File: config.mk
export PLATFORM = sky130hd
export DESIGN_NAME = pipe_hazard_ctrl_flat
export DESIGN_NICKNAME = d
export VERILOG_FILES = /design/src/rtl/pipe_hazard_ctrl_pkg.sv /design/src/rtl/pipe_hazard_ctrl_if.sv /design/src/rtl/pipe_hazard_ctrl_sat_counter.sv /design/src/rtl/pipe_hazard_ctrl.sv /design/src/flat_wrapper.sv
export SDC_FILE = /design/constraint.sdc
export NUM_CORES = 1
export LEC_CHECK = 0
export CAP_MARGIN = 20
export CORE_MARGIN = 1
export CORE_UTILIZATION = 47
export DETAILED_ROUTE_END_ITERATION = 6
export GPL_ROUTABILITY_DRIVEN = 0
export PLACE_DENSITY = 0.85
export SLEW_MARGIN = 25
export SYNTH_ARGS = -nofsm -noshare
export SYNTH_HDL_FRONTEND = slang
export SYNTH_SLANG_ARGS = --single-unit
File: constraint.sdc
create_clock -name clk -period 2.5 [get_ports clk]
set_clock_uncertainty 0.2 [all_clocks]
set_input_delay 0.5 -clock clk [delete_from_list [all_inputs] [get_ports clk]]
set_output_delay 0.5 -clock clk [all_outputs]
set_load 0.01 [all_outputs]
File: src/rtl/pipe_hazard_ctrl_pkg.sv
// Shared pipeline-control types: FSM states, zero register, and the control bundle.
package pipe_hazard_ctrl_pkg;

  typedef enum logic [1:0] {RUN, MEM_WAIT, ERROR} state_t;

  localparam logic [4:0] ZERO_REG = 5'd0;

  typedef struct packed {
    logic pc_wr;
    logic pc_redirect;
    logic if_id_wr;
    logic id_ex_wr;
    logic ex_mem_wr;
    logic mem_wb_wr;
    logic if_id_flush;
    logic id_ex_flush;
    logic ex_mem_flush;
  } ctl_t;

  localparam ctl_t CTL_RUN    = '{pc_wr: 1'b1, if_id_wr: 1'b1, id_ex_wr: 1'b1,
                                  ex_mem_wr: 1'b1, mem_wb_wr: 1'b1, default: 1'b0};
  localparam ctl_t CTL_FREEZE = '0;

endpackage

File: src/rtl/pipe_hazard_ctrl_if.sv
// Hazard sources from the pipeline and the stall/flush controls returned to it.
interface pipe_hazard_ctrl_if;
  logic [4:0] id_rs;
  logic [4:0] id_rt;
  logic       id_uses_rt;
  logic       ex_memr;
  logic [4:0] ex_rd;
  logic       mem_branch_taken;
  logic       mem_jump;
  logic       dmem_req;
  logic       dmem_ready;

  logic pc_wr, pc_redirect;
  logic if_id_wr, id_ex_wr, ex_mem_wr, mem_wb_wr;
  logic if_id_flush, id_ex_flush, ex_mem_flush;

  modport master (
    output id_rs, id_rt, id_uses_rt, ex_memr, ex_rd,
           mem_branch_taken, mem_jump, dmem_req, dmem_ready,
    input  pc_wr, pc_redirect, if_id_wr, id_ex_wr, ex_mem_wr, mem_wb_wr,
           if_id_flush, id_ex_flush, ex_mem_flush
  );

  modport slave (
    input  id_rs, id_rt, id_uses_rt, ex_memr, ex_rd,
           mem_branch_taken, mem_jump, dmem_req, dmem_ready,
    output pc_wr, pc_redirect, if_id_wr, id_ex_wr, ex_mem_wr, mem_wb_wr,
           if_id_flush, id_ex_flush, ex_mem_flush
  );
endinterface

File: src/rtl/pipe_hazard_ctrl_sat_counter.sv
// Saturating event counter: sticks at all-ones instead of wrapping.
module sat_counter #(
  parameter int CNT_W = 16
) (
  input  logic             clk,
  input  logic             rst,
  input  logic             inc,
  output logic [CNT_W-1:0] cnt
);

  always_ff @(posedge clk) begin
    if (rst)                   cnt <= '0;
    else if (inc && cnt != '1) cnt <= cnt + 1'b1;
  end

endmodule

File: src/rtl/pipe_hazard_ctrl.sv
// Central stall/flush controller: load-use, MEM redirect and data-memory wait
// hazards, memory timeout trap and saturating stall/flush counters.
module pipe_hazard_ctrl
  import pipe_hazard_ctrl_pkg::*;
#(
  parameter int MEM_TIMEOUT = 64,
  parameter int CNT_W       = 16
) (
  input  logic             clk,
  input  logic             rst,
  pipe_hazard_ctrl_if.slave hz,
  output logic             err,
  output logic [CNT_W-1:0] stall_cnt,
  output logic [CNT_W-1:0] flush_cnt
);

  localparam int WW = (MEM_TIMEOUT > 2) ? $clog2(MEM_TIMEOUT) : 1;
  localparam logic [WW-1:0] WAIT_LAST = WW'(MEM_TIMEOUT - 1);

  state_t        state_q, state_d;
  logic [WW-1:0] wait_q, wait_d;
  ctl_t          ctl;
  logic          load_use, redirect, mwait, active;

  assign load_use = hz.ex_memr && (hz.ex_rd != ZERO_REG) &&
                    ((hz.ex_rd == hz.id_rs) || (hz.id_uses_rt && hz.ex_rd == hz.id_rt));
  assign redirect = hz.mem_branch_taken | hz.mem_jump;
  assign mwait    = hz.dmem_req & ~hz.dmem_ready;
  assign active   = (state_q != ERROR);

  always_ff @(posedge clk) begin
    if (rst) begin
      state_q <= RUN;
      wait_q  <= '0;
    end else begin
      state_q <= state_d;
      wait_q  <= wait_d;
    end
  end

  // wait_q counts consecutive not-ready cycles already spent, so the trap
  // fires on the MEM_TIMEOUT-th one.
  always_comb begin
    state_d = state_q;
    wait_d  = '0;
    unique case (state_q)
      RUN: if (mwait) begin
        state_d = MEM_WAIT;
        wait_d  = WW'(1);
      end
      MEM_WAIT: begin
        if (!mwait)                 state_d = RUN;
        else if (wait_q == WAIT_LAST) state_d = ERROR;
        else                        wait_d  = wait_q + 1'b1;
      end
      ERROR:   state_d = ERROR;
      default: state_d = RUN;
    endcase
  end

  always_comb begin
    ctl = CTL_RUN;
    if (!active || mwait) begin
      ctl = CTL_FREEZE;
    end else if (redirect) begin
      ctl.pc_redirect  = 1'b1;
      ctl.if_id_flush  = 1'b1;
      ctl.id_ex_flush  = 1'b1;
      ctl.ex_mem_flush = 1'b1;
    end else if (load_use) begin
      ctl.pc_wr       = 1'b0;
      ctl.if_id_wr    = 1'b0;
      ctl.id_ex_flush = 1'b1;
    end
  end

  assign hz.pc_wr        = ctl.pc_wr;
  assign hz.pc_redirect  = ctl.pc_redirect;
  assign hz.if_id_wr     = ctl.if_id_wr;
  assign hz.id_ex_wr     = ctl.id_ex_wr;
  assign hz.ex_mem_wr    = ctl.ex_mem_wr;
  assign hz.mem_wb_wr    = ctl.mem_wb_wr;
  assign hz.if_id_flush  = ctl.if_id_flush;
  assign hz.id_ex_flush  = ctl.id_ex_flush;
  assign hz.ex_mem_flush = ctl.ex_mem_flush;
  assign err             = !active;

  // A load-use under a redirect is squashed with ID, so it is not a stall.
  sat_counter #(.CNT_W(CNT_W)) u_stall_cnt (
    .clk (clk),
    .rst (rst),
    .inc (active && (mwait || (load_use && !redirect))),
    .cnt (stall_cnt)
  );

  sat_counter #(.CNT_W(CNT_W)) u_flush_cnt (
    .clk (clk),
    .rst (rst),
    .inc (active && redirect && !mwait),
    .cnt (flush_cnt)
  );

endmodule

File: src/flat_wrapper.sv
// flat-port wrapper written by rule: the top's interface ports become plain ports
module pipe_hazard_ctrl_flat import pipe_hazard_ctrl_pkg::*;
#(
  parameter int MEM_TIMEOUT = 64,
  parameter int CNT_W       = 16
)
  (clk, rst, err, stall_cnt, flush_cnt, hz_id_rs, hz_id_rt, hz_id_uses_rt, hz_ex_memr, hz_ex_rd, hz_mem_branch_taken, hz_mem_jump, hz_dmem_req, hz_dmem_ready, hz_pc_wr, hz_pc_redirect, hz_if_id_wr, hz_id_ex_wr, hz_ex_mem_wr, hz_mem_wb_wr, hz_if_id_flush, hz_id_ex_flush, hz_ex_mem_flush);
  pipe_hazard_ctrl_if hz_i ();
  input  logic clk;
  input  logic rst;
  output logic err;
  output logic [CNT_W-1:0] stall_cnt;
  output logic [CNT_W-1:0] flush_cnt;
  input wire logic [$bits(hz_i.id_rs)-1:0] hz_id_rs;
  input wire logic [$bits(hz_i.id_rt)-1:0] hz_id_rt;
  input wire logic [$bits(hz_i.id_uses_rt)-1:0] hz_id_uses_rt;
  input wire logic [$bits(hz_i.ex_memr)-1:0] hz_ex_memr;
  input wire logic [$bits(hz_i.ex_rd)-1:0] hz_ex_rd;
  input wire logic [$bits(hz_i.mem_branch_taken)-1:0] hz_mem_branch_taken;
  input wire logic [$bits(hz_i.mem_jump)-1:0] hz_mem_jump;
  input wire logic [$bits(hz_i.dmem_req)-1:0] hz_dmem_req;
  input wire logic [$bits(hz_i.dmem_ready)-1:0] hz_dmem_ready;
  output wire logic [$bits(hz_i.pc_wr)-1:0] hz_pc_wr;
  output wire logic [$bits(hz_i.pc_redirect)-1:0] hz_pc_redirect;
  output wire logic [$bits(hz_i.if_id_wr)-1:0] hz_if_id_wr;
  output wire logic [$bits(hz_i.id_ex_wr)-1:0] hz_id_ex_wr;
  output wire logic [$bits(hz_i.ex_mem_wr)-1:0] hz_ex_mem_wr;
  output wire logic [$bits(hz_i.mem_wb_wr)-1:0] hz_mem_wb_wr;
  output wire logic [$bits(hz_i.if_id_flush)-1:0] hz_if_id_flush;
  output wire logic [$bits(hz_i.id_ex_flush)-1:0] hz_id_ex_flush;
  output wire logic [$bits(hz_i.ex_mem_flush)-1:0] hz_ex_mem_flush;
  assign hz_i.id_rs = hz_id_rs;
  assign hz_i.id_rt = hz_id_rt;
  assign hz_i.id_uses_rt = hz_id_uses_rt;
  assign hz_i.ex_memr = hz_ex_memr;
  assign hz_i.ex_rd = hz_ex_rd;
  assign hz_i.mem_branch_taken = hz_mem_branch_taken;
  assign hz_i.mem_jump = hz_mem_jump;
  assign hz_i.dmem_req = hz_dmem_req;
  assign hz_i.dmem_ready = hz_dmem_ready;
  assign hz_pc_wr = hz_i.pc_wr;
  assign hz_pc_redirect = hz_i.pc_redirect;
  assign hz_if_id_wr = hz_i.if_id_wr;
  assign hz_id_ex_wr = hz_i.id_ex_wr;
  assign hz_ex_mem_wr = hz_i.ex_mem_wr;
  assign hz_mem_wb_wr = hz_i.mem_wb_wr;
  assign hz_if_id_flush = hz_i.if_id_flush;
  assign hz_id_ex_flush = hz_i.id_ex_flush;
  assign hz_ex_mem_flush = hz_i.ex_mem_flush;
  pipe_hazard_ctrl #(.MEM_TIMEOUT(MEM_TIMEOUT), .CNT_W(CNT_W)) u_core (.clk(clk), .rst(rst), .hz(hz_i), .err(err), .stall_cnt(stall_cnt), .flush_cnt(flush_cnt));
endmodule
# Word-level counts from Yosys, hierarchy flattened
# Cells that the tools add are included.
# totals
out_inout_bits,42
inputBits,23
reg_bits,40
wordCells,54
# op_classes
mux,16
n_eq_ne,10
n_addsub,3
n_bitwise,3
reduce_logical,18
# ops
op,n
"16-bit by 1-bit adder with 16-bit output, second input constant",2
"16-bit inequality test, second input constant",2
6-bit two-way mux,2
6-bit case mux with 2 select lines,1
5-bit equality test,2
1-bit logical AND,9
3-bit two-way mux,3
"6-bit by 1-bit adder with 6-bit output, second input constant",1
"6-bit equality test, second input constant",1
1-bit two-way mux,6
2-bit two-way mux,3
2-bit case mux with 3 select lines,1
5-bit nonzero test,1
1-bit logical NOT,3
1-bit logical OR,3
"3-bit inequality test, second input constant",1
"2-bit by 1-bit equality test with 1-bit output, second input constant",1
"2-bit equality test, second input constant",1
2-bit logical NOT,1
"2-bit by 1-bit inequality test with 1-bit output, second input constant",1
"2-bit inequality test, second input constant",1
2-bit AND reduction,1
1-bit AND,1
1-bit inverter,1
1-bit OR,1

# Longest topological paths before layout
# Gate-level depths: netlist of run 1.
# depth
ltp_word,8
mapped_depth,8
depth_no_buf,7

# Hierarchy
# From an unflattened synthesis of run 1, not the netlist that was laid out.
# unflattened
hier_cells,263
hier_area_um2,2248.4
# modules_own_cells
mod,area_per_inst_um2,instances,cells_per_inst
sat_counter,848.3,2,99
pipe_hazard_ctrl,551.8,1,65

# Worst setup path after synthesis of run 1
# OpenSTA, ideal clock, no wires.
# synth_timing
path_type,input to output
from,input hz_ex_rd[0]
to,output hz_pc_wr
required_ps,1800
path_stages,6
arrival_ps,1705
slack_ps,95
path_cell_list,or4_1 > o21ai_1 > or3_1 > nor2_1 > nor2_1 > buf_4
# synth_between
elab_chain_len,7
# synth_rtl
item,line_no,text
start: declaration,flat_wrapper.sv:18,input wire logic [$bits(hz_i.ex_rd)-1:0] hz_ex_rd;
5-bit equality test,pipe_hazard_ctrl.sv:26,((hz.ex_rd == hz.id_rs) || (hz.id_uses_rt && hz.ex_rd == hz.id_rt));
1-bit logical AND,pipe_hazard_ctrl.sv:26,
1-bit logical OR,pipe_hazard_ctrl.sv:26,
1-bit logical AND (*),pipe_hazard_ctrl.sv:25,assign load_use = hz.ex_memr && (hz.ex_rd != ZERO_REG) &&
1-bit two-way mux (*),pipe_hazard_ctrl.sv:70,end else if (load_use) begin
1-bit two-way mux (*),pipe_hazard_ctrl.sv:65,end else if (redirect) begin
3-bit two-way mux (*),pipe_hazard_ctrl.sv:63,if (!active || mwait) begin
end: declaration,flat_wrapper.sv:23,output wire logic [$bits(hz_i.pc_wr)-1:0] hz_pc_wr;
# Every way passes the cells marked *; elsewhere a longest branch is shown, timed or not.

# Worst setup path after layout of run 1
# layout_timing
from,input hz_ex_memr
to,register u_core.u_stall_cnt.cnt[11]
# layout_between
elab_chain_len,6
# layout_rtl
item,line_no,text
start: declaration,flat_wrapper.sv:17,input wire logic [$bits(hz_i.ex_memr)-1:0] hz_ex_memr;
1-bit logical AND (2 in series),pipe_hazard_ctrl.sv:25,
1-bit logical AND,pipe_hazard_ctrl.sv:92,".inc (active && (mwait || (load_use && !redirect))),"
1-bit logical OR,pipe_hazard_ctrl.sv:92,
1-bit logical AND,pipe_hazard_ctrl.sv:92,
1-bit logical AND,pipe_hazard_ctrl_sat_counter.sv:13,else if (inc && cnt != '1) cnt <= cnt + 1'b1;
end signal: assignment,pipe_hazard_ctrl_sat_counter.sv:13,
end: declaration,pipe_hazard_ctrl_sat_counter.sv:8,output logic [CNT_W-1:0] cnt
# No other way between the ends.
# A chain may end at the register's enable or synchronous reset.

==> results.py, run 1 <==
metrics = {
    "synthesis": {
        "yosysWarnings": 0,
        "synth_area_leaders": "sky130_fd_sc_hd__dfxtp_1 38%, sky130_fd_sc_hd__xor2_1 7.9%, sky130_fd_sc_hd__nor2_1 5.4%",
        "synth_flop_cell": "sky130_fd_sc_hd__dfxtp_1",
        "yosysTopAreaCell": "sky130_fd_sc_hd__dfxtp_1",
        "synth_top_cell_area_share_pct": 38.1,
        "postSynthNetCount": 275,
        "synth.cells.most_frequent": "40 x sky130_fd_sc_hd__dfxtp_1, 30 x sky130_fd_sc_hd__nor2_1, 19 x sky130_fd_sc_hd__xor2_1",
        "mappedNetlistArea_sq_um": 2100,
        "syn_inst": 249,
        "ys_ff_latch": 40,
        "seq_area_frac_synth_pct": 38.1,
        "synth.most_common_cell": "sky130_fd_sc_hd__dfxtp_1",
        "yosysUniqueCellTypes": 41,
        "postSynthAreaPerCell_sq_um": 8.45,
        "synth-async-reset-ratio_pct": 0,
        "synth_edf_count": 0,
    },
    "critical_path": {
        "critPathCaptureType": "register",
        "cp_cell_sequence": "clkdlybuf4s50_1 -> o21ai_4 -> or3_4 -> buf_4 -> o21a_4 -> or4_1 -> a21oi_1",
        "cp_data_arrival_time_ps": 2500,
        "cp_slowest_stage_delay_ps": 500,
        "crit_type": "input pin to register",
        "timing.critical_path.slowest_stage_cell": "sky130_fd_sc_hd__clkdlybuf4s50_1",
        "path_max_fanout": 6,
        "setup.worst_path.start_class": "input pin",
        "cp.required_ps": 2530,
    },
    "detailed_routing": {
        "drcViolationCount": 0,
        "drt_iter0_markers": 146,
        "post_drt_via_cell_ratio": 5.67,
        "final_antenna_net_count": 0,
        "finalWirelength_um": 5680,
        "post_drt_wl_per_cell_um": 14.8,
        "drt_pass1_iterations": 4,
        "via_count": 2177,
    },
    "grt": {
        "grt_first_pass_wirelength_um": 8990,
        "overflow": 0,
        "grt_pass1_vias": 1998,
        "grt_max_degree": 31,
        "total_routing_usage_gr_pct": 25.3,
        "antenna_found_initial": 0,
    },
    "cells_and_area": {
        "final_area_sq_um": 3180,
        "flow.area_growth_from_synthesis_pct": 51.2,
        "post_layout_nonfiller_instances": 384,
        "antenna_cells": 0,
        "end_of_flow_core_utilization_pct": 76.7,
        "num-nets-final": 359,
        "fraction_of_layout_cells_with_a_size_suffix_above_1_pct": 20.4,
    },
    "timing": {
        "maxSlewViolCount": 0,
        "setup_ws_final_ps": 30.2,
        "rsz0062_at_grt": "yes",
        "worstMarginPinSlew_ps": 603,
        "maxSlewHeadroom_pct": 59.8,
        "max_clock_freq_mhz": 405,
        "hold_viol": 0,
        "timing.final.crit_period_ps": 2470,
        "setup-tns-final_ps": 0,
        "report.final.setup_viol": 0,
        "timing.final.crit_share_pct": 98.8,
    },
    "floorplan": {
        "core-area_sq_um": 4140,
        "floorplan.rows": 23,
        "die-height_um": 68.9,
        "dieWidth_um": 68.9,
        "initial_utilization_pct": 50.8,
        "floorplan.io_pins": 65,
        "die_area_sq_um": 4750,
    },
    "clocking": {
        "clock_path_buffers": 2,
        "insertion_delay_ps": 290,
        "cts_made_buffers": 5,
        "tritoncts_sinks": 40,
        "cts_hold_buffers": 0,
        "clk_transition_reported_paths_ps": 80,
        "cts.root.buffer_cell": "sky130_fd_sc_hd__clkbuf_8",
        "tritoncts": "built",
        "cts-htree-levels": 2,
    },
    "pwr": {
        "cellLeakagePower_uw": 0.00116,
        "powerDensity_nw_per_um2": 493,
        "peakVddDrop_mv": 0.423,
    },
    "status": {
        "outcome": "finished, final reports clean",
    },
    "placed_design": {
        "io_buffer_count": 64,
        "dp_hpwl_um": 3860,
        "placed_area_sq_um": 2900,
        "placement.setup.worst_slack_ps": -719,
        "post-place-cells": 372,
    },
    "min_path": {
        "hp-class": "register to register",
    },
    "flow_run": {
        "timing.max_cap.violations": 0,
    },
}
[cell usage in the layout, fill, tap and decap left out, types with 3 or more instances in the layout]
| master | instances |
|---|---|
| sky130_fd_sc_hd__clkdlybuf4s50_1 | 41 |
| sky130_fd_sc_hd__dfxtp_1 | 40 |
| sky130_fd_sc_hd__nor2_1 | 30 |
| sky130_fd_sc_hd__buf_4 | 23 |
| sky130_fd_sc_hd__xor2_1 | 18 |
| sky130_fd_sc_hd__nand2_1 | 15 |
| sky130_fd_sc_hd__nand3_1 | 14 |
| sky130_fd_sc_hd__dlygate4sd2_1 | 12 |
| sky130_fd_sc_hd__a21oi_1 | 11 |
| sky130_fd_sc_hd__xnor2_1 | 8 |
| sky130_fd_sc_hd__o31ai_1 | 8 |
| sky130_fd_sc_hd__inv_1 | 7 |
| sky130_fd_sc_hd__or4_4 | 7 |
| sky130_fd_sc_hd__and3_1 | 7 |
| sky130_fd_sc_hd__nor3_1 | 7 |
| sky130_fd_sc_hd__nand4_1 | 7 |
| sky130_fd_sc_hd__o21ai_0 | 5 |
| sky130_fd_sc_hd__a21oi_2 | 5 |
| sky130_fd_sc_hd__clkbuf_8 | 5 |
| sky130_fd_sc_hd__clkdlybuf4s15_1 | 5 |
| sky130_fd_sc_hd__or4_1 | 4 |
| sky130_fd_sc_hd__buf_2 | 4 |
| sky130_fd_sc_hd__and4_1 | 3 |
| sky130_fd_sc_hd__o21a_4 | 3 |
| sky130_fd_sc_hd__ha_1 | 3 |
| sky130_fd_sc_hd__bufinv_16 | 3 |
| sky130_fd_sc_hd__buf_6 | 3 |
[critical path: cells and delay by family]
| family | cells | cell delay [ps] |
|---|---|---|
| AND/OR/NAND/NOR | 2 | 870 |
| buffers and inverters | 2 | 670 |
| AO/OA/AOI/OAI | 3 | 460 |
[final timing paths]
check / start / to / slack [ps] / cells after the start
max: hz_ex_memr / u_core.u_stall_cnt.cnt[11]$_SDFFE_PP0P_ / 30 / 7
min: u_core.u_stall_cnt.cnt[15]$_SDFFE_PP0P_ / u_core.u_stall_cnt.cnt[15]$_SDFFE_PP0P_ / 300 / 2
max reg2reg: u_core.u_stall_cnt.cnt[2]$_SDFFE_PP0P_ / u_core.u_stall_cnt.cnt[13]$_SDFFE_PP0P_ / 230 / 6
min reg2reg: u_core.u_stall_cnt.cnt[15]$_SDFFE_PP0P_ / u_core.u_stall_cnt.cnt[15]$_SDFFE_PP0P_ / 300 / 2
[through the flow]
| step | hold WS [ps] | total power, uW |
|---|---|---|
| detailed placement | 286 | 841 |
| global route | 319 | 1620 |
| global placement | 288 | 835 |
| floorplan | 281 | 741 |
| finish | 304 | 1570 |
| CTS | 297 | 1560 |
[flip-flops by register name, indices dropped and copies added (netlist names)]
| signal | flops |
|---|---|
| u_core.u_flush_cnt.cnt | 16 |
| u_core.u_stall_cnt.cnt | 16 |
| u_core.wait_q | 6 |
| u_core.state_q | 2 |
[report_power, final]
group	switching, uW	internal (uW)	total [uW]
clock network	233	499	732
registers	9.76	645	654
logic	83.9	96.2	180
[cell families after synthesis]
| logic type | after synthesis | synth area share (%) |
|---|---|---|
| simple gates | 109 | 27.5 |
| compound gates | 45 | 14.2 |
| flops | 40 | 38.1 |
| xor+xnor | 27 | 11.2 |
| mux | 4 | 2.02 |
| fa+ha+maj | 3 | 1.78 |
| buf+inv | 21 | 5.18 |
[final cells by class]
type,instances,area [sq um]
well taps,50,62.6
multi-input cells,190,1330
inverters,7,26.3
fillers,296,965
repair buffers,89,797
clock inverters,3,90.1
clock buffers,5,68.8
flip-flops and latches,40,801
[what timing repair did]
action,in CTS,in global routing
gates resized for setup,54,19
setup endpoints to repair,25,19
pin swaps,17,18
buffers inserted,1,1
cloned,1,1
[routing by layer]
layer,vias up,GRT usage (%),share of wire [%]
met5,-,0,0
met2,63,42.0,49
li1,1065,-,-
met4,0,8.67,1.2
met1,1043,32.0,44
met3,6,5.59,5.8
No activity file was read; power rests on OpenSTA's default activity.
==> run 2, diff against run 1 <==
ABC_AREA = 1   (was unset)
CORE_UTILIZATION = 49   (was 47)
==> results.py, run 2 <==
metrics = {
    "synthesis": {
        "synth.cells.most_frequent": "101 x sky130_fd_sc_hd__nand2_1, 59 x sky130_fd_sc_hd__inv_1, 53 x sky130_fd_sc_hd__nor2_1",
        "seq_area_frac_synth_pct": 31.1,
        "synth_area_leaders": "sky130_fd_sc_hd__dfxtp_1 31%, sky130_fd_sc_hd__nand2_1 15%, sky130_fd_sc_hd__inv_1 8.6%",
        "postSynthAreaPerCell_sq_um": 6.52,
        "synth_flop_cell": "sky130_fd_sc_hd__dfxtp_1",
        "mappedNetlistArea_sq_um": 2580,
        "syn_inst": 395,
        "synth-async-reset-ratio_pct": 0,
        "synth_edf_count": 0,
        "yosysWarnings": 0,
        "synth.most_common_cell": "sky130_fd_sc_hd__nand2_1",
        "postSynthNetCount": 421,
        "synth_top_cell_area_share_pct": 31.1,
        "yosysUniqueCellTypes": 39,
        "ys_ff_latch": 40,
        "yosysTopAreaCell": "sky130_fd_sc_hd__dfxtp_1",
    },
    "timing": {
        "max_clock_freq_mhz": 411,
        "timing.hold.ws_ps": 304,
        "timing.final.crit_period_ps": 2430,
        "maxSlewHeadroom_pct": 76.4,
        "hold_viol": 0,
        "report.final.setup_viol": 0,
        "rsz0062_at_grt": "no",
        "worstMarginPinSlew_ps": 352,
        "maxSlewViolCount": 0,
        "timing.final.crit_share_pct": 97.2,
    },
    "clocking": {
        "cts.root.buffer_cell": "sky130_fd_sc_hd__clkbuf_8",
        "insertion_delay_ps": 300,
        "cts_hold_buffers": 0,
        "clock_path_buffers": 2,
        "tritoncts_sinks": 40,
        "clk_transition_reported_paths_ps": 80,
        "cts_made_buffers": 5,
        "tritoncts": "built",
        "cts-htree-levels": 2,
    },
    "placed_design": {
        "post-place-cells": 530,
        "dp_hpwl_um": 4760,
        "placed_area_sq_um": 3330,
        "io_buffer_count": 64,
    },
    "critical_path": {
        "timing.critical_path.slowest_stage_cell": "sky130_fd_sc_hd__clkdlybuf4s50_1",
        "setup.worst_path.start_class": "input pin",
        "cp_slowest_stage_delay_ps": 460,
        "critPathCaptureType": "output pin",
        "cp_cell_sequence": "clkdlybuf4s50_1 -> inv_1 -> nor2_2 -> inv_2 -> nand2_2 -> buf_4 -> nor2_4 -> dlygate4sd2_1",
        "critical_path_buf_inv_count": 5,
        "critical_path_s_top_delay_family": "buffers and inverters",
        "cp.required_ps": 1800,
        "crit_type": "input pin to output pin",
        "cp_data_arrival_time_ps": 1730,
        "path_max_fanout": 4,
    },
    "pwr": {
        "intPower_uw": 1040,
        "power_frac_comb_pct": 14.0,
        "clock_power_share_pct": 39.1,
        "peakVddDrop_mv": 0.346,
        "power.share.switching_pct": 25.7,
        "cellLeakagePower_uw": 0.00154,
        "switching_power_of_the_nets_uw": 361,
        "power.share.sequential_pct": 46.9,
        "powerDensity_nw_per_um2": 406,
    },
    "cells_and_area": {
        "layout.cells.most_common": "sky130_fd_sc_hd__nand2_1",
        "flow.area_growth_from_synthesis_pct": 34.2,
        "post_layout_nonfiller_instances": 539,
        "end_of_flow_core_utilization_pct": 68.1,
        "fraction_of_layout_cells_with_a_size_suffix_above_1_pct": 16.0,
        "num-nets-final": 494,
        "final_area_sq_um": 3460,
        "final_cell_mix": "101 x sky130_fd_sc_hd__nand2_1, 57 x sky130_fd_sc_hd__inv_1, 51 x sky130_fd_sc_hd__nor2_1",
        "largest_registers": "u_core.u_flush_cnt.cnt: 16 flops, u_core.u_stall_cnt.cnt: 16 flops, u_core.wait_q: 6 flops",
        "nFillCells": 446,
        "antenna_cells": 0,
    },
    "grt": {
        "grt_max_degree": 28,
        "grt_first_pass_wirelength_um": 10200,
        "antenna_found_initial": 0,
        "grt_pass1_vias": 2427,
        "total_routing_usage_gr_pct": 23.5,
        "overflow": 0,
    },
    "floorplan": {
        "floorplan.io_pins": 65,
        "core-area_sq_um": 5070,
        "die-height_um": 74.5,
        "dieWidth_um": 74.5,
        "initial_utilization_pct": 50.8,
        "floorplan.rows": 26,
        "die_area_sq_um": 5550,
    },
    "status": {
        "outcome": "finished, final reports clean",
    },
    "detailed_routing": {
        "via_count": 2727,
        "drt_pass1_iterations": 4,
        "drt_iter0_markers": 98,
        "finalWirelength_um": 6350,
        "post_drt_wl_per_cell_um": 11.8,
        "post_drt_via_cell_ratio": 5.06,
        "final_antenna_net_count": 0,
        "drcViolationCount": 0,
    },
    "min_path": {
        "hp-class": "register to register",
    },
    "flow_run": {
        "timing.max_cap.violations": 0,
    },
}
run 2: cell count changes after synthesis, sizes merged, moves of 4 or more:
cell,previous run,this run
clkbuf,7,3
nor2,30,62
nand3,14,32
a21oi,16,12
o31ai,10,0
and3,7,1
inv,7,73
or4,11,0
xor2,19,2
nand2,15,105
nand4,7,24
xnor2,8,4
run 2: final cells by class:
class	instances	area [sq um]	share of cell area (%)
clock buffer	5	68.8	1.99
clock inverter	3	46.3	1.34
inverter	74	285	8.25
multi-input combinational	269	1410	40.8
sequential	40	801	23.2
tap	70	87.6	2.53
timing repair buffer	78	757	21.9
run 2: kinds of logic (layout without fill, tap and decap cells):
family / after synthesis / after routing / synth area share (%)
AO/OA/AOI/OAI: 25 / 25 / 5.39
flip-flops: 40 / 40 / 31.1
AND/OR/NAND/NOR: 235 / 235 / 45.6
buffers and inverters: 86 / 160 / 14.4
XOR/XNOR: 6 / 6 / 2.04
adder cells (fa/ha/maj): 3 / 3 / 1.46
run 2: worst min-delay path, stage by stage, from the launching register on:
cell                      delay (ps)
sky130_fd_sc_hd__dfxtp_1         350
sky130_fd_sc_hd__inv_1            60
sky130_fd_sc_hd__a21oi_1          50
run 2: per-stage QoR:
| stage | setup TNS [ps] | setup WS [ps] | total power, uW |
|---|---|---|---|
| finish | 0 | 68.9 | 1400 |
| floorplan | 0 | 545 | 776 |
| global placement | -1650 | -374 | 871 |
| detailed placement | -1940 | -398 | 876 |
| global route | 0 | 3.71 | 1470 |
| CTS | 0 | 58.0 | 1410 |
run 2: worst paths after layout:
check,start,depth (start not counted),endpoint,slack [ps]
worst min register to register,u_core.u_flush_cnt.cnt[4]$_SDFFE_PP0P_,2,u_core.u_flush_cnt.cnt[4]$_SDFFE_PP0P_,300
worst min-delay path,u_core.u_flush_cnt.cnt[4]$_SDFFE_PP0P_,2,u_core.u_flush_cnt.cnt[4]$_SDFFE_PP0P_,300
worst max register to register,u_core.u_stall_cnt.cnt[1]$_SDFFE_PP0P_,10,u_core.u_stall_cnt.cnt[15]$_SDFFE_PP0P_,500
worst max-delay path,hz_dmem_req,8,hz_ex_mem_flush,70
run 2: power groups by stage:
stage | Sequential, uW | Combinational [uW] | Clock [uW]
3_5_place_dp | 674 | 202 | 0
2_1_floorplan | 675 | 101 | 0
3_3_place_gp | 673 | 198 | 0
4_1_cts | 659 | 194 | 555
6_report | 659 | 196 | 549
5_1_grt | 661 | 215 | 589
run 2: per-layer routing:
layer / track usage (%) / vias to the layer above / routed length [um] / part of all wire, %
li1: - / 1382 / - / -
met1: 27.8 / 1256 / 2690 / 42
met2: 42.7 / 78 / 3250 / 51
met3: 3.79 / 11 / 317 / 5.0
met4: 7.76 / 0 / 93 / 1.5
met5: 0 / - / 0 / 0
run 2: what timing repair did:
| action | in CTS | in global routing |
|---|---|---|
| hold endpoints to repair | 0 | 0 |
| resized for setup | 24 | 12 |
| setup endpoints to repair | 9 | 3 |
| buffers inserted | 0 | 1 |
| pin swaps | 1 | 6 |
==> run 3, diff against run 2 <==
MAX_ROUTING_LAYER = met4   (was unset)
==> results.py, run 3 (synthesis gave the netlist of run 2 again) <==
metrics = {
    "status": {
        "outcome": "finished, final reports clean",
    },
    "critical_path": {
        "critPathCaptureType": "output pin",
        "reg2reg_end": "u_core.u_stall_cnt.cnt[15]$_SDFFE_PP0P_",
        "reg2reg_setup_slack_ps": 500,
        "path_max_fanout": 4,
        "ff2ff_path_depth": 10,
        "timing.rr.start": "u_core.u_stall_cnt.cnt[1]$_SDFFE_PP0P_",
        "crit_type": "input pin to output pin",
        "setup.worst_path.start_class": "input pin",
        "cp_data_arrival_time_ps": 1730,
        "cp.required_ps": 1800,
    },
    "detailed_routing": {
        "post_drt_via_cell_ratio": 5.03,
        "drt_pass1_iterations": 4,
        "finalWirelength_um": 6350,
        "via_count": 2710,
        "final_antenna_net_count": 0,
        "drcViolationCount": 0,
        "post_drt_wl_per_cell_um": 11.8,
        "drt_iter0_markers": 98,
    },
    "timing": {
        "timing.final.crit_share_pct": 97.2,
        "max_clock_freq_mhz": 412,
        "hold_viol": 0,
        "maxSlewViolCount": 0,
        "rsz0062_at_grt": "no",
        "setup-tns-final_ps": 0,
        "report.final.setup_viol": 0,
        "timing.final.crit_period_ps": 2430,
        "maxSlewHeadroom_pct": 76.5,
        "worstMarginPinSlew_ps": 351,
        "setup_ws_final_ps": 70.1,
    },
    "cells_and_area": {
        "antenna_cells": 0,
        "flow.area_growth_from_synthesis_pct": 34.2,
        "multi_input_area_sq_um": 1410,
        "final_cell_mix": "101 x sky130_fd_sc_hd__nand2_1, 57 x sky130_fd_sc_hd__inv_1, 51 x sky130_fd_sc_hd__nor2_1",
        "largest_registers": "u_core.u_flush_cnt.cnt: 16 flops, u_core.u_stall_cnt.cnt: 16 flops, u_core.wait_q: 6 flops",
        "post_layout_nonfiller_instances": 539,
        "layout.cells.most_common": "sky130_fd_sc_hd__nand2_1",
        "fraction_of_layout_cells_with_a_size_suffix_above_1_pct": 16.0,
        "end_of_flow_core_utilization_pct": 68.1,
        "num-nets-final": 494,
        "regArea_sq_um": 801,
        "nFillCells": 446,
    },
    "min_path": {
        "hold_path_startpoint": "u_core.u_flush_cnt.cnt[4]$_SDFFE_PP0P_",
        "hp-class": "register to register",
        "hold_end": "u_core.u_flush_cnt.cnt[4]$_SDFFE_PP0P_",
        "whs_path_depth": 2,
    },
    "pwr": {
        "clock_power_share_pct": 39.1,
        "powerDensity_nw_per_um2": 406,
        "cellLeakagePower_uw": 0.00154,
        "peakVddDrop_mv": 0.346,
        "power.share.switching_pct": 25.8,
        "intPower_uw": 1040,
        "switching_power_of_the_nets_uw": 362,
        "power_frac_comb_pct": 14.0,
        "power.share.sequential_pct": 46.9,
    },
    "clocking": {
        "cts-htree-levels": 2,
        "cts_hold_buffers": 0,
        "clock_path_buffers": 2,
        "insertion_delay_ps": 300,
        "clk_transition_reported_paths_ps": 80,
        "cts_made_buffers": 5,
        "tritoncts": "built",
        "tritoncts_sinks": 40,
        "cts.root.buffer_cell": "sky130_fd_sc_hd__clkbuf_8",
    },
    "grt": {
        "overflow": 0,
        "grt_first_pass_wirelength_um": 10200,
        "grt_pass1_vias": 2427,
        "total_routing_usage_gr_pct": 24.2,
        "grt_max_degree": 28,
        "antenna_found_initial": 0,
    },
    "placed_design": {
        "io_buffer_count": 64,
        "placement.setup.worst_slack_ps": -398,
        "dp_hpwl_um": 4760,
        "post-place-cells": 530,
    },
    "floorplan": {
        "floorplan.rows": 26,
        "core-area_sq_um": 5070,
        "dieWidth_um": 74.5,
        "floorplan.io_pins": 65,
        "die-height_um": 74.5,
        "die_area_sq_um": 5550,
        "initial_utilization_pct": 50.8,
    },
    "flow_run": {
        "timing.max_cap.violations": 0,
    },
}
## run 3: layout make-up
type                            instances  area share (%)
Inverter                               74            8.25
Sequential cell                        40            23.2
Clock inverter                          3            1.34
Multi-Input combinational cell        269            40.8
Tap cell                               70            2.53
Clock buffer                            5            1.99
Timing Repair Buffer                   78            21.9
## run 3: worst max-delay path, cell delays in order
cell and delay [ps]:
sky130_fd_sc_hd__clkdlybuf4s50_1 460, sky130_fd_sc_hd__inv_1 40, sky130_fd_sc_hd__nor2_2 140, sky130_fd_sc_hd__inv_2 60, sky130_fd_sc_hd__nand2_2 70, sky130_fd_sc_hd__buf_4 120, sky130_fd_sc_hd__nor2_4 40, sky130_fd_sc_hd__dlygate4sd2_1 300
## run 3: worst max path at each step
stage                           start              end  cells after the start
after floorplan           hz_dmem_req         hz_pc_wr                      8
after global placement    hz_ex_rd[4]   hz_id_ex_flush                     10
after detailed placement  hz_ex_rd[2]   hz_id_ex_flush                     10
after CTS                 hz_id_rs[3]         hz_pc_wr                     11
after global routing      hz_id_rs[0]         hz_pc_wr                     11
final                     hz_dmem_req  hz_ex_mem_flush                      8
## run 3: what timing repair did
item                       in CTS  in global routing
pin swaps                       1                  6
setup endpoints to repair       9                  3
gates resized for setup        24                 12
buffers inserted                0                  1
## run 3: per-stage QoR
stage                     total power (uW)  hold WS, ps  area (sq um)
after floorplan                        776          279          2580
after global placement                 871          285          3330
after detailed placement               876          296          3330
after CTS                             1410          312          3420
after global routing                  1470          342          3460
final                                 1400          304          3460
## run 3: power by group through the flow
stage | logic [uW] | registers, uW | clock network [uW]
2_1_floorplan | 101 | 675 | 0
3_3_place_gp | 198 | 673 | 0
3_5_place_dp | 202 | 674 | 0
4_1_cts | 194 | 659 | 555
5_1_grt | 215 | 661 | 589
6_report | 196 | 659 | 549
## run 3: layer usage
metal  global-route usage, %  part of all wire, %  routed length [um]
met5                       -                    0                   0
met1                    27.9                   43                2710
met4                    7.76                  1.5                  93
met3                    3.66                  4.3                 275
met2                    42.7                   52                3270
